<file path="config.mk">
export PLATFORM = sky130hd
export DESIGN_NAME = spi_bridge_ctrl
export DESIGN_NICKNAME = d
export VERILOG_FILES = /design/src/rtl/spi_bridge_ctrl.sv
export SDC_FILE = /design/constraint.sdc
export NUM_CORES = 1
export LEC_CHECK = 0
export BUFFER_PORTS_ARGS = -buffer_cell sky130_fd_sc_hd__buf_2
export CAP_MARGIN = 20
export CORE_MARGIN = 2
export CORE_UTILIZATION = 30
export DETAILED_ROUTE_END_ITERATION = 7
export GPL_TIMING_DRIVEN = 0
export PLACE_DENSITY_LB_ADDON = 0.15
export SLEW_MARGIN = 20
export SYNTH_ARGS = -nofsm -noshare
export SYNTH_HDL_FRONTEND = slang
export SYNTH_SLANG_ARGS = --single-unit
</file>
<file path="constraint.sdc">
create_clock -name HCLK -period 3.75 [get_ports HCLK]
set_input_delay 0.1875 -clock HCLK [delete_from_list [all_inputs] [get_ports HCLK]]
set_output_delay 0.1875 -clock HCLK [all_outputs]
set_load 0.01 [all_outputs]
</file>
<file path="src/rtl/spi_bridge_ctrl.sv">
// Sequencer between the bridge FIFOs and the SPI master: fetch one command,
// run one frame with watchdog, push read data, then hold the CS gap.
module spi_bridge_ctrl #(
  parameter int GAP_CYCLES     = 4,
  parameter int TIMEOUT_CYCLES = 1024,
  parameter int CNT_W          = 16
) (
  input  logic             HCLK,
  input  logic             HRESET,
  input  logic             enable,
  input  logic [40:0]      TxFIFO_dout,
  input  logic             TxFIFO_empty,
  output logic             TxFIFO_rd_en,
  output logic [31:0]      RxFIFO_din,
  output logic             RxFIFO_wr_en,
  input  logic             RxFIFO_full,
  output logic             spi_start,
  output logic [8:0]       spi_hdr,
  output logic [31:0]      spi_wdata,
  input  logic             spi_done,
  input  logic [31:0]      spi_rdata,
  output logic             spi_abort,
  output logic             busy,
  output logic             err_timeout,
  input  logic             err_clr,
  output logic [CNT_W-1:0] txn_count
);
  localparam int TW = $clog2(TIMEOUT_CYCLES) + 1;
  localparam int GW = $clog2(GAP_CYCLES) + 1;

  typedef enum logic [2:0] {
    S_IDLE, S_FETCH, S_START, S_WAIT, S_PUSH, S_GAP
  } state_t;

  state_t        state;
  logic [TW-1:0] wdog;
  logic [GW-1:0] gap_cnt;

  always_ff @(posedge HCLK) begin
    if (HRESET) begin
      state        <= S_IDLE;
      TxFIFO_rd_en <= 1'b0;
      RxFIFO_wr_en <= 1'b0;
      spi_start    <= 1'b0;
      spi_abort    <= 1'b0;
      spi_hdr      <= '0;
      spi_wdata    <= '0;
      RxFIFO_din   <= '0;
      busy         <= 1'b0;
      err_timeout  <= 1'b0;
      txn_count    <= '0;
      wdog         <= '0;
      gap_cnt      <= '0;
    end else begin
      TxFIFO_rd_en <= 1'b0;
      RxFIFO_wr_en <= 1'b0;
      spi_start    <= 1'b0;
      spi_abort    <= 1'b0;
      // a timeout set below overrides this clear
      if (err_clr) err_timeout <= 1'b0;
      case (state)
        S_IDLE: if (enable && !TxFIFO_empty) begin
          TxFIFO_rd_en <= 1'b1;
          busy         <= 1'b1;
          state        <= S_FETCH;
        end
        S_FETCH: state <= S_START;
        // popped word is on TxFIFO_dout the cycle after the strobe, i.e. now
        S_START: begin
          spi_hdr   <= TxFIFO_dout[40:32];
          spi_wdata <= TxFIFO_dout[31:0];
          spi_start <= 1'b1;
          wdog      <= '0;
          state     <= S_WAIT;
        end
        S_WAIT: begin
          if (spi_done) begin
            if (spi_hdr[8]) begin
              txn_count <= txn_count + 1'b1;
              gap_cnt   <= '0;
              state     <= S_GAP;
            end else begin
              RxFIFO_din <= spi_rdata;
              state      <= S_PUSH;
            end
          end else if (wdog == TW'(TIMEOUT_CYCLES - 1)) begin
            spi_abort   <= 1'b1;
            err_timeout <= 1'b1;
            if (spi_hdr[8]) begin
              txn_count <= txn_count + 1'b1;
              gap_cnt   <= '0;
              state     <= S_GAP;
            end else begin
              RxFIFO_din <= 32'hFFFF_FFFF;
              state      <= S_PUSH;
            end
          end else begin
            wdog <= wdog + 1'b1;
          end
        end
        S_PUSH: if (!RxFIFO_full) begin
          RxFIFO_wr_en <= 1'b1;
          txn_count    <= txn_count + 1'b1;
          gap_cnt      <= '0;
          state        <= S_GAP;
        end
        S_GAP: begin
          if (gap_cnt == GW'(GAP_CYCLES - 1)) begin
            busy  <= 1'b0;
            state <= S_IDLE;
          end else begin
            gap_cnt <= gap_cnt + 1'b1;
          end
        end
        default: state <= S_IDLE;
      endcase
    end
  end
endmodule

</file>
==> results of run 1 <==
==> area by class of cell <==
type,instances,area [µm²]
Buffer,37,161
Fill cell,1513,8720
Clock buffer,12,236
Sequential cell,112,2240
Timing Repair Buffer,174,871
Inverter,4,15.0
Clock inverter,3,20.0
Tap cell,184,230
Multi-Input combinational cell,335,2030
==> critical path: stages, from the launching register on <==
cell     delay (ns)
dfxtp_1        0.40
ha_1           0.23
nand2_1        0.11
o41a_1         0.53
buf_6          0.21
nor4_2         0.30
mux2_1         0.34
==> registers in the layout, summed over array words and instances (netlist names) <==
name,cells
err_timeout,1
spi_wdata,32
busy,1
txn_count,16
RxFIFO_din,32
spi_hdr,9
TxFIFO_rd_en,1
spi_start,1
wdog,11
RxFIFO_wr_en,1
spi_abort,1
gap_cnt,3
state,3
==> through the flow <==
stage               hold slack (ns)  setup WS [ns]  utilization, %  instances  area [µm²]
floorplan                     0.323           1.80               -        488        4450
global placement              0.429           1.52            38.2        846        5550
detailed placement            0.434           1.53            38.2        846        5550
CTS                          0.0533           1.51            40.0        861        5810
global route                 0.0541           1.37            40.0        861        5810
finish                       0.0708           1.53            40.0        861        5810
==> cell usage after synthesis (2+ instances only) <==
cell type and number:
a2111oi_0 2, a211oi_1 2, a21oi_1 64, and3_1 3, and4_1 2, buf_1 2
buf_2 6, buf_6 2, clkbuf_1 27, dfxtp_1 112, ha_1 4, inv_1 4
mux2_1 3, mux2i_1 3, nand2_1 101, nand2b_1 6, nand3_1 11, nand4_1 8
nor2_1 13, nor2b_1 6, nor3_1 6, nor4_1 4, nor4_2 2, o21a_1 2
o21ai_0 5, o21ai_1 6, o21bai_1 2, o221a_2 32, o31ai_1 11, or3_1 7
or4_1 9
==> final timing paths <==
path | startpoint | end | slack, ns | depth (start not counted)
max | wdog[0] | txn_count[11] | 1.53 | 6
min | TxFIFO_dout[28] | spi_wdata[28] | 0.07 | 3
max reg2reg | wdog[0] | txn_count[11] | 1.53 | 6
min reg2reg | spi_hdr[1] | spi_hdr[1] | 0.45 | 2
==> where the power goes <==
group	switching (mW)	total [mW]	leakage (nW)	internal, mW
Combinational	0.382	0.621	1.43	0.239
Sequential	0.0598	1.36	0.906	1.30
Clock	0.431	0.879	0.119	0.448
Total	0.873	2.86	2.45	1.99
==> metal layers <==
layer  wire length, µm  vias to the layer above
met3              1120                       10
met4               141                        0
met1              6000                     1982
li1                  -                     2143
met5                 0                        -
met2              5560                      159
==> cell families after synthesis <==
| logic type | after synthesis |
|---|---|
| and+or+nand+nor | 190 |
| AOI/OAI and AO/OA | 134 |
| DFF | 112 |
| buffers and inverters | 41 |
| muxes | 6 |
| adders and majority gates | 4 |
| xor gates and xnor gates | 1 |
==> results.json, run 1 <==
{
  "status": "completed",
  "synth-seq-cells": 112,
  "synthAdderAreaFrac_pct": 1.12,
  "synthMuxAreaShare_pct": 1.43,
  "synth-simple-area-share_pct": 21.2,
  "cts_resized": 0,
  "netlist_top_cells_area": "dfxtp_1 50%, nand2_1 8.5%, o221a_2 8.1%",
  "ir_worst_vdd_mv": 0.273,
  "required_ns": 3.99,
  "cts_setup_buffers": 0,
  "synth_top_family_by_area": "compound AO/OA/AOI/OAI gates",
  "synth_compound_area_share_pct": 21.7,
  "gp_congestion": 0.802,
  "grt_usage_pct": 16.0,
  "dpl.hpwl_um": 9390,
  "ys_seq_area_share_pct": 50.4,
  "arrival_ns": 2.46,
  "chipHeight_um": 126,
  "maxSlewViolCount": 0,
  "hold_viol_final": 0,
  "cts_buffer_depth": 2,
  "post_drt_wl_per_cell_um": 14.9,
  "met2_usage_pct": 25.2,
  "worst_setup_path_start_kind": "flop",
  "avgSynthCellArea_um2": 9.12,
  "initial_core_util_pct": 30.6,
  "layout_common_cells": "180 x buf_2, 112 x dfxtp_1, 101 x nand2_1, 64 x a21oi_1, 32 x o221a_2",
  "cts_htree_levels": 3,
  "grt_pass1_wl_um": 20800,
  "worstHoldPathType": "in2reg",
  "first_pass_iters": 4,
  "gr-total-overflow": 0,
  "setup_viol": 0,
  "core-area_mm2": 0.0145,
  "fp.dieArea_mm2": 0.0158,
  "timing.final.crit_period_ns": 2.22,
  "synthArstFlopShare_pct": 0,
  "total_power_mw": 2.86,
  "busiest_layer": "met2",
  "cp-end-kind": "flop",
  "p_leak_nw": 2.45,
  "syn_to_final_growth_pct": 30.5,
  "drive_above_1_share_pct": 34.7,
  "grt_util_met1_pct": 20.6,
  "nets": 757,
  "rsz0062_at_grt": "no",
  "mostFrequentLayoutCell": "buf_2",
  "skew_ns": 0.00751,
  "synth_top_area_share_pct": 50.4,
  "syn_nets": 572,
  "antenna_cells": 0,
  "grt_max_degree": 17,
  "cts_num_sinks": 112,
  "synth_cell_type_count": 52,
  "synth_edf_count": 0,
  "syn_area_mm2": 0.00445,
  "antenna_found_initial": 0,
  "cts_tree": "done",
  "fmax_ghz": 0.451,
  "grt_pass1_vias": 4151,
  "via_per_inst": 4.99,
  "dr_total_vias": 4294,
  "fin_crit_sh_pct": 59.2,
  "root_buffer": "clkbuf_16",
  "ioPinCount": 175,
  "route.detailed.drc": 0,
  "clkLatencyLatePin_ns": 0.35,
  "fp.dieW_um": 126,
  "worst_pin_slew_ns": 0.716,
  "synth_flop_cell": "dfxtp_1",
  "use_met3_pct": 6.03,
  "cp_max_fo": 10,
  "path_class": "reg2reg",
  "rows": 44,
  "ant_nets": 0,
  "syn_inst": 488,
  "path_clk_slew_ns": 0.07,
  "first_iter_violations": 185,
  "hold_buffers": 0,
  "synth_xor_area_share_pct": 0.197,
  "ys_warn_count": 0,
  "max-slew-margin-rel_pct": 51.8,
  "p_per_area_mw_per_mm2": 493,
  "synth_top_area_cell": "dfxtp_1",
  "drv_cap": 0,
  "io_buffers": 174,
  "fin_setup_tns_ns": 0,
  "cts_made_buffers": 9,
  "drt-total-wl_um": 12800
}
(Power assumes the default switching activity.)
==> run 2, diff against run 1 <==
ABC_AREA = 1   (was default)
clock period = 1.85 ns   (was 3.75 ns; I/O delays follow)
==> results.json, run 2 <==
{
  "status": "completed",
  "mostFrequentLayoutCell": "buf_2",
  "maxSlewViolCount": 0,
  "chipHeight_um": 128,
  "cts_made_buffers": 9,
  "syn_nets": 634,
  "clkLatencyLatePin_ns": 0.35,
  "syn_to_final_growth_pct": 42.0,
  "antenna_found_initial": 0,
  "syn_inst": 550,
  "gr-total-overflow": 0,
  "setup_viol": 0,
  "drv_cap": 0,
  "dpl.hpwl_um": 9430,
  "fp.dieArea_mm2": 0.0164,
  "post_drt_wl_per_cell_um": 13.5,
  "synth_flop_cell": "dfxtp_1",
  "synthArstFlopShare_pct": 0,
  "synth_edf_count": 0,
  "synth_top_area_cell": "dfxtp_1",
  "cts_tree": "done",
  "cts_num_sinks": 112,
  "required_ns": 2.13,
  "initial_core_util_pct": 30.5,
  "fin_crit_sh_pct": 91.7,
  "fp.dieW_um": 128,
  "rows": 45,
  "skew_ns": 0.00467,
  "via_per_inst": 4.72,
  "gp_congestion": 0.804,
  "ys_seq_area_share_pct": 48.7,
  "path_class": "reg2reg",
  "drive_above_1_share_pct": 32.4,
  "cts_buffer_depth": 2,
  "p_leak_nw": 2.83,
  "yosysMostFrequentCell": "nand2_1",
  "placed_cells": 911,
  "synth_cell_type_count": 32,
  "ir_worst_vdd_mv": 0.480,
  "grt_usage_pct": 16.3,
  "dpl_worst_slack_ns": 0.0673,
  "worst_setup_path_start_kind": "flop",
  "total_power_mw": 6.43,
  "syn_area_mm2": 0.00461,
  "root_buffer": "clkbuf_16",
  "worstHoldPathType": "in2reg",
  "grt_max_degree": 20,
  "drt-total-wl_um": 13200,
  "cp-end-kind": "flop",
  "dr_total_vias": 4616,
  "synth-seq-cells": 112,
  "hold_viol_final": 0,
  "fin_util_pct": 43.3,
  "path_clk_slew_ns": 0.07,
  "antenna_cells": 0,
  "cts_htree_levels": 3,
  "layout_common_cells": "188 x buf_2, 119 x nand2_1, 110 x dfxtp_1, 52 x a21oi_1, 46 x dlygate4sd3_1",
  "fin_setup_tns_ns": 0,
  "fmax_ghz": 0.590,
  "max-slew-margin-rel_pct": 52.1,
  "nets": 868,
  "fin_cells": 977,
  "reg_top3": "RxFIFO_din x32, spi_wdata x32, txn_count x16",
  "avgSynthCellArea_um2": 8.37,
  "ioPinCount": 175,
  "core-area_mm2": 0.0151,
  "arrival_ns": 1.98,
  "worst_pin_slew_ns": 0.719,
  "grt_pass1_wl_um": 21500,
  "p_per_area_mw_per_mm2": 983,
  "cp_max_fo": 10,
  "ys_top_cells_by_count": "120 x nand2_1, 112 x dfxtp_1, 52 x a21oi_1",
  "first_iter_violations": 218,
  "netlist_top_cells_area": "dfxtp_1 49%, nand2_1 9.8%, a22o_1 7.8%",
  "rsz0062_at_grt": "no",
  "first_pass_iters": 5,
  "ys_warn_count": 0,
  "synth_top_area_share_pct": 48.7,
  "grt_pass1_vias": 4378,
  "io_buffers": 173,
  "ant_nets": 0,
  "setup_ws_ns": 0.154,
  "timing.final.crit_period_ns": 1.70,
  "route.detailed.drc": 0
}
## run 2: cell types whose count changed in the layout (fill, tap and decap cells not counted), sizes merged, moves of 11 or more
cell	before	now
a22o	0	41
buf	184	196
clkbuf	39	21
dlygate4sd3	0	46
inv	4	33
nand2	101	133
nor2	14	49
o211ai	1	32
o221a	32	0
o31ai	11	0
## run 2: worst max-delay path, stage by stage (launching register included)
cell and delay, ns:
dfxtp_2 0.35, ha_2 0.20, nand2_1 0.10, nor2_4 0.14
nand3_4 0.14, nand2_8 0.14, nand3_4 0.10, inv_4 0.10
buf_6 0.17, nand2_2 0.06, a21oi_2 0.12
## run 2: power by group
part	switching, mW	total, mW	leakage [nW]	internal, mW
Sequential	0.175	2.86	0.907	2.69
Combinational	0.899	1.56	1.78	0.664
Clock	0.938	2.00	0.148	1.07
Total	2.01	6.43	2.83	4.42
## run 2: final cells by class
class | count | area [µm²]
clock buffers | 9 | 225
fillers | 1497 | 8550
flip-flops and latches | 112 | 2240
repair buffers | 223 | 1360
plain buffers | 31 | 154
well taps | 188 | 235
clock inverters | 7 | 80.1
inverters | 32 | 123
multi-input cells | 375 | 2120
## run 2: timing repair
action | in CTS | in global routing
hold buffers | 46 | 0
buffers inserted | 0 | 4
endpoints found under the setup margin | 0 | 58
resized for setup | 0 | 12
endpoints found under the hold margin | 45 | 0
## run 2: stage by stage
stage | hold WS [ns] | area [µm²]
floorplan | 0.170 | 4610
global placement | 0.276 | 5710
detailed placement | 0.275 | 5710
CTS | 0.0198 | 6470
global route | 0.0306 | 6540
finish | 0.0333 | 6540
## run 2: worst paths after layout
check	start	to	slack, ns	cells after the start
setup / recovery	wdog[1]	txn_count[12]	0.15	10
hold / removal	spi_rdata[14]	RxFIFO_din[14]	0.03	3
setup reg to reg	wdog[1]	txn_count[12]	0.15	10
hold reg to reg	RxFIFO_din[0]	RxFIFO_din[0]	0.46	2
## run 2: kinds of logic after synthesis
kind of cell	share of synthesized area (%)
DFF	48.7
xor gates and xnor gates	2.28
adders and majority gates	1.09
and+or+nand+nor	20.5
buffers and inverters	5.92
AOI/OAI and AO/OA	21.5
## run 2: routing by layer
metal | global-route usage [%] | wire length (µm) | up-vias
li1 | - | - | 2340
met1 | 21.9 | 6310 | 2097
met2 | 24.7 | 5690 | 165
met3 | 5.26 | 1030 | 14
met4 | 5.37 | 210 | 0
met5 | 0 | 0 | -
==> run 3, diff against run 2 <==
CORE_UTILIZATION = 44   (was 30)
==> results.json, run 3 (synthesis results as in run 2) <==
{
  "status": "completed",
  "layout_common_cells": "186 x buf_2, 119 x nand2_1, 110 x dfxtp_1, 52 x a21oi_1, 51 x dlygate4sd3_1",
  "first_pass_iters": 5,
  "worstHoldPathType": "in2reg",
  "multi_input_area_mm2": 0.00211,
  "io_buffers": 173,
  "cts_htree_levels": 3,
  "grt_usage_pct": 22.2,
  "grt_max_degree": 19,
  "cp-end-kind": "flop",
  "reg_top3": "RxFIFO_din x32, spi_wdata x32, txn_count x16",
  "skew_ns": 0.00892,
  "nets": 873,
  "rsz0062_at_grt": "no",
  "via_per_inst": 5.04,
  "path_clk_slew_ns": 0.10,
  "syn_to_final_growth_pct": 39.3,
  "hold_viol_final": 0,
  "clkLatencyLatePin_ns": 0.38,
  "drv_cap": 0,
  "gp_congestion": 0.887,
  "grt_pass1_vias": 4310,
  "ioPinCount": 175,
  "cts_tree": "done",
  "fp.dieArea_mm2": 0.0113,
  "ir_worst_vdd_mv": 0.627,
  "required_ns": 2.13,
  "cp_max_fo": 10,
  "first_iter_violations": 265,
  "gr-total-overflow": 0,
  "fp.dieW_um": 106,
  "drt-total-wl_um": 12700,
  "root_buffer": "clkbuf_8",
  "antenna_cells": 0,
  "nFillCells": 898,
  "grt_pass1_wl_um": 20500,
  "worst_pin_slew_ns": 0.663,
  "dr_total_vias": 4689,
  "total_power_mw": 5.96,
  "ant_nets": 0,
  "setup_viol": 0,
  "chipHeight_um": 106,
  "p_per_area_mw_per_mm2": 929,
  "dpl.hpwl_um": 8740,
  "fin_crit_sh_pct": 91.6,
  "drive_above_1_share_pct": 32.1,
  "worst_setup_path_start_kind": "flop",
  "timing.final.crit_period_ns": 1.70,
  "path_class": "reg2reg",
  "post_drt_wl_per_cell_um": 13.7,
  "core-area_mm2": 0.0102,
  "p_leak_nw": 2.81,
  "cts_made_buffers": 9,
  "maxSlewViolCount": 0,
  "max-slew-margin-rel_pct": 55.8,
  "cts_buffer_depth": 2,
  "arrival_ns": 1.97,
  "fin_setup_tns_ns": 0,
  "fmax_ghz": 0.590,
  "cts_num_sinks": 112,
  "route.detailed.drc": 0,
  "mostFrequentLayoutCell": "buf_2",
  "ff_latch_area_mm2": 0.00224,
  "initial_core_util_pct": 45.0,
  "antenna_found_initial": 0,
  "rows": 37
}
-- run 3: layout make-up --
| cell class | count | area share [%] |
|---|---|---|
| buffer | 31 | 2.48 |
| clock buffer | 10 | 2.15 |
| clock inverter | 6 | 1.05 |
| inverter | 32 | 1.91 |
| multi-input combinational | 375 | 32.8 |
| sequential | 112 | 35.0 |
| tap | 136 | 2.65 |
| timing repair buffer | 228 | 21.9 |
-- run 3: path summary, 6_finish.rpt --
| check | depth (start not counted) | slack (ns) | to | start |
|---|---|---|---|---|
| max reg2reg | 9 | 0.15 | wdog[0] | wdog[0] |
| min reg2reg | 2 | 0.47 | RxFIFO_din[21] | RxFIFO_din[21] |
| max | 9 | 0.15 | wdog[0] | wdog[0] |
| min | 3 | 0.01 | RxFIFO_din[18] | spi_rdata[18] |
-- run 3: power breakdown --
part | switching [mW] | internal [mW]
combinational | 0.904 | 0.678
clock | 0.839 | 0.668
sequential | 0.181 | 2.69
total | 1.92 | 4.03
-- run 3: worst max-delay path: stages (launching register included) --
cell      delay [ns]
dfxtp_2         0.37
ha_2            0.21
nand2_1         0.11
nor2_4          0.14
nand3_4         0.11
nand2_4         0.15
nand2_2         0.11
clkbuf_4        0.21
o21ai_1         0.14
nor2_1          0.06
-- run 3: timing repair --
item	CTS	global route
endpoints found under the setup margin	0	51
setup buffers	0	4
hold endpoints to repair	50	0
gates resized for setup	0	13
hold buffers	51	0
-- run 3: stage by stage --
stage               utilization [%]  instance area [µm²]  instances  worst slack, ns  hold slack [ns]
floorplan                         -                 4610        550            0.346            0.170
global placement               55.1                 5640        859            0.116            0.280
detailed placement             55.1                 5640        859           0.0504            0.277
CTS                            62.1                 6360        926           0.0346          0.00223
global route                   62.7                 6410        930           0.0119          0.00763
finish                         62.7                 6410        930            0.155           0.0129
-- run 3: routing by layer --
metal	global-route usage (%)	wire, µm
met1	29.7	5820
met2	35.2	5870
met3	5.64	860
met4	6.77	195
met5	0	0
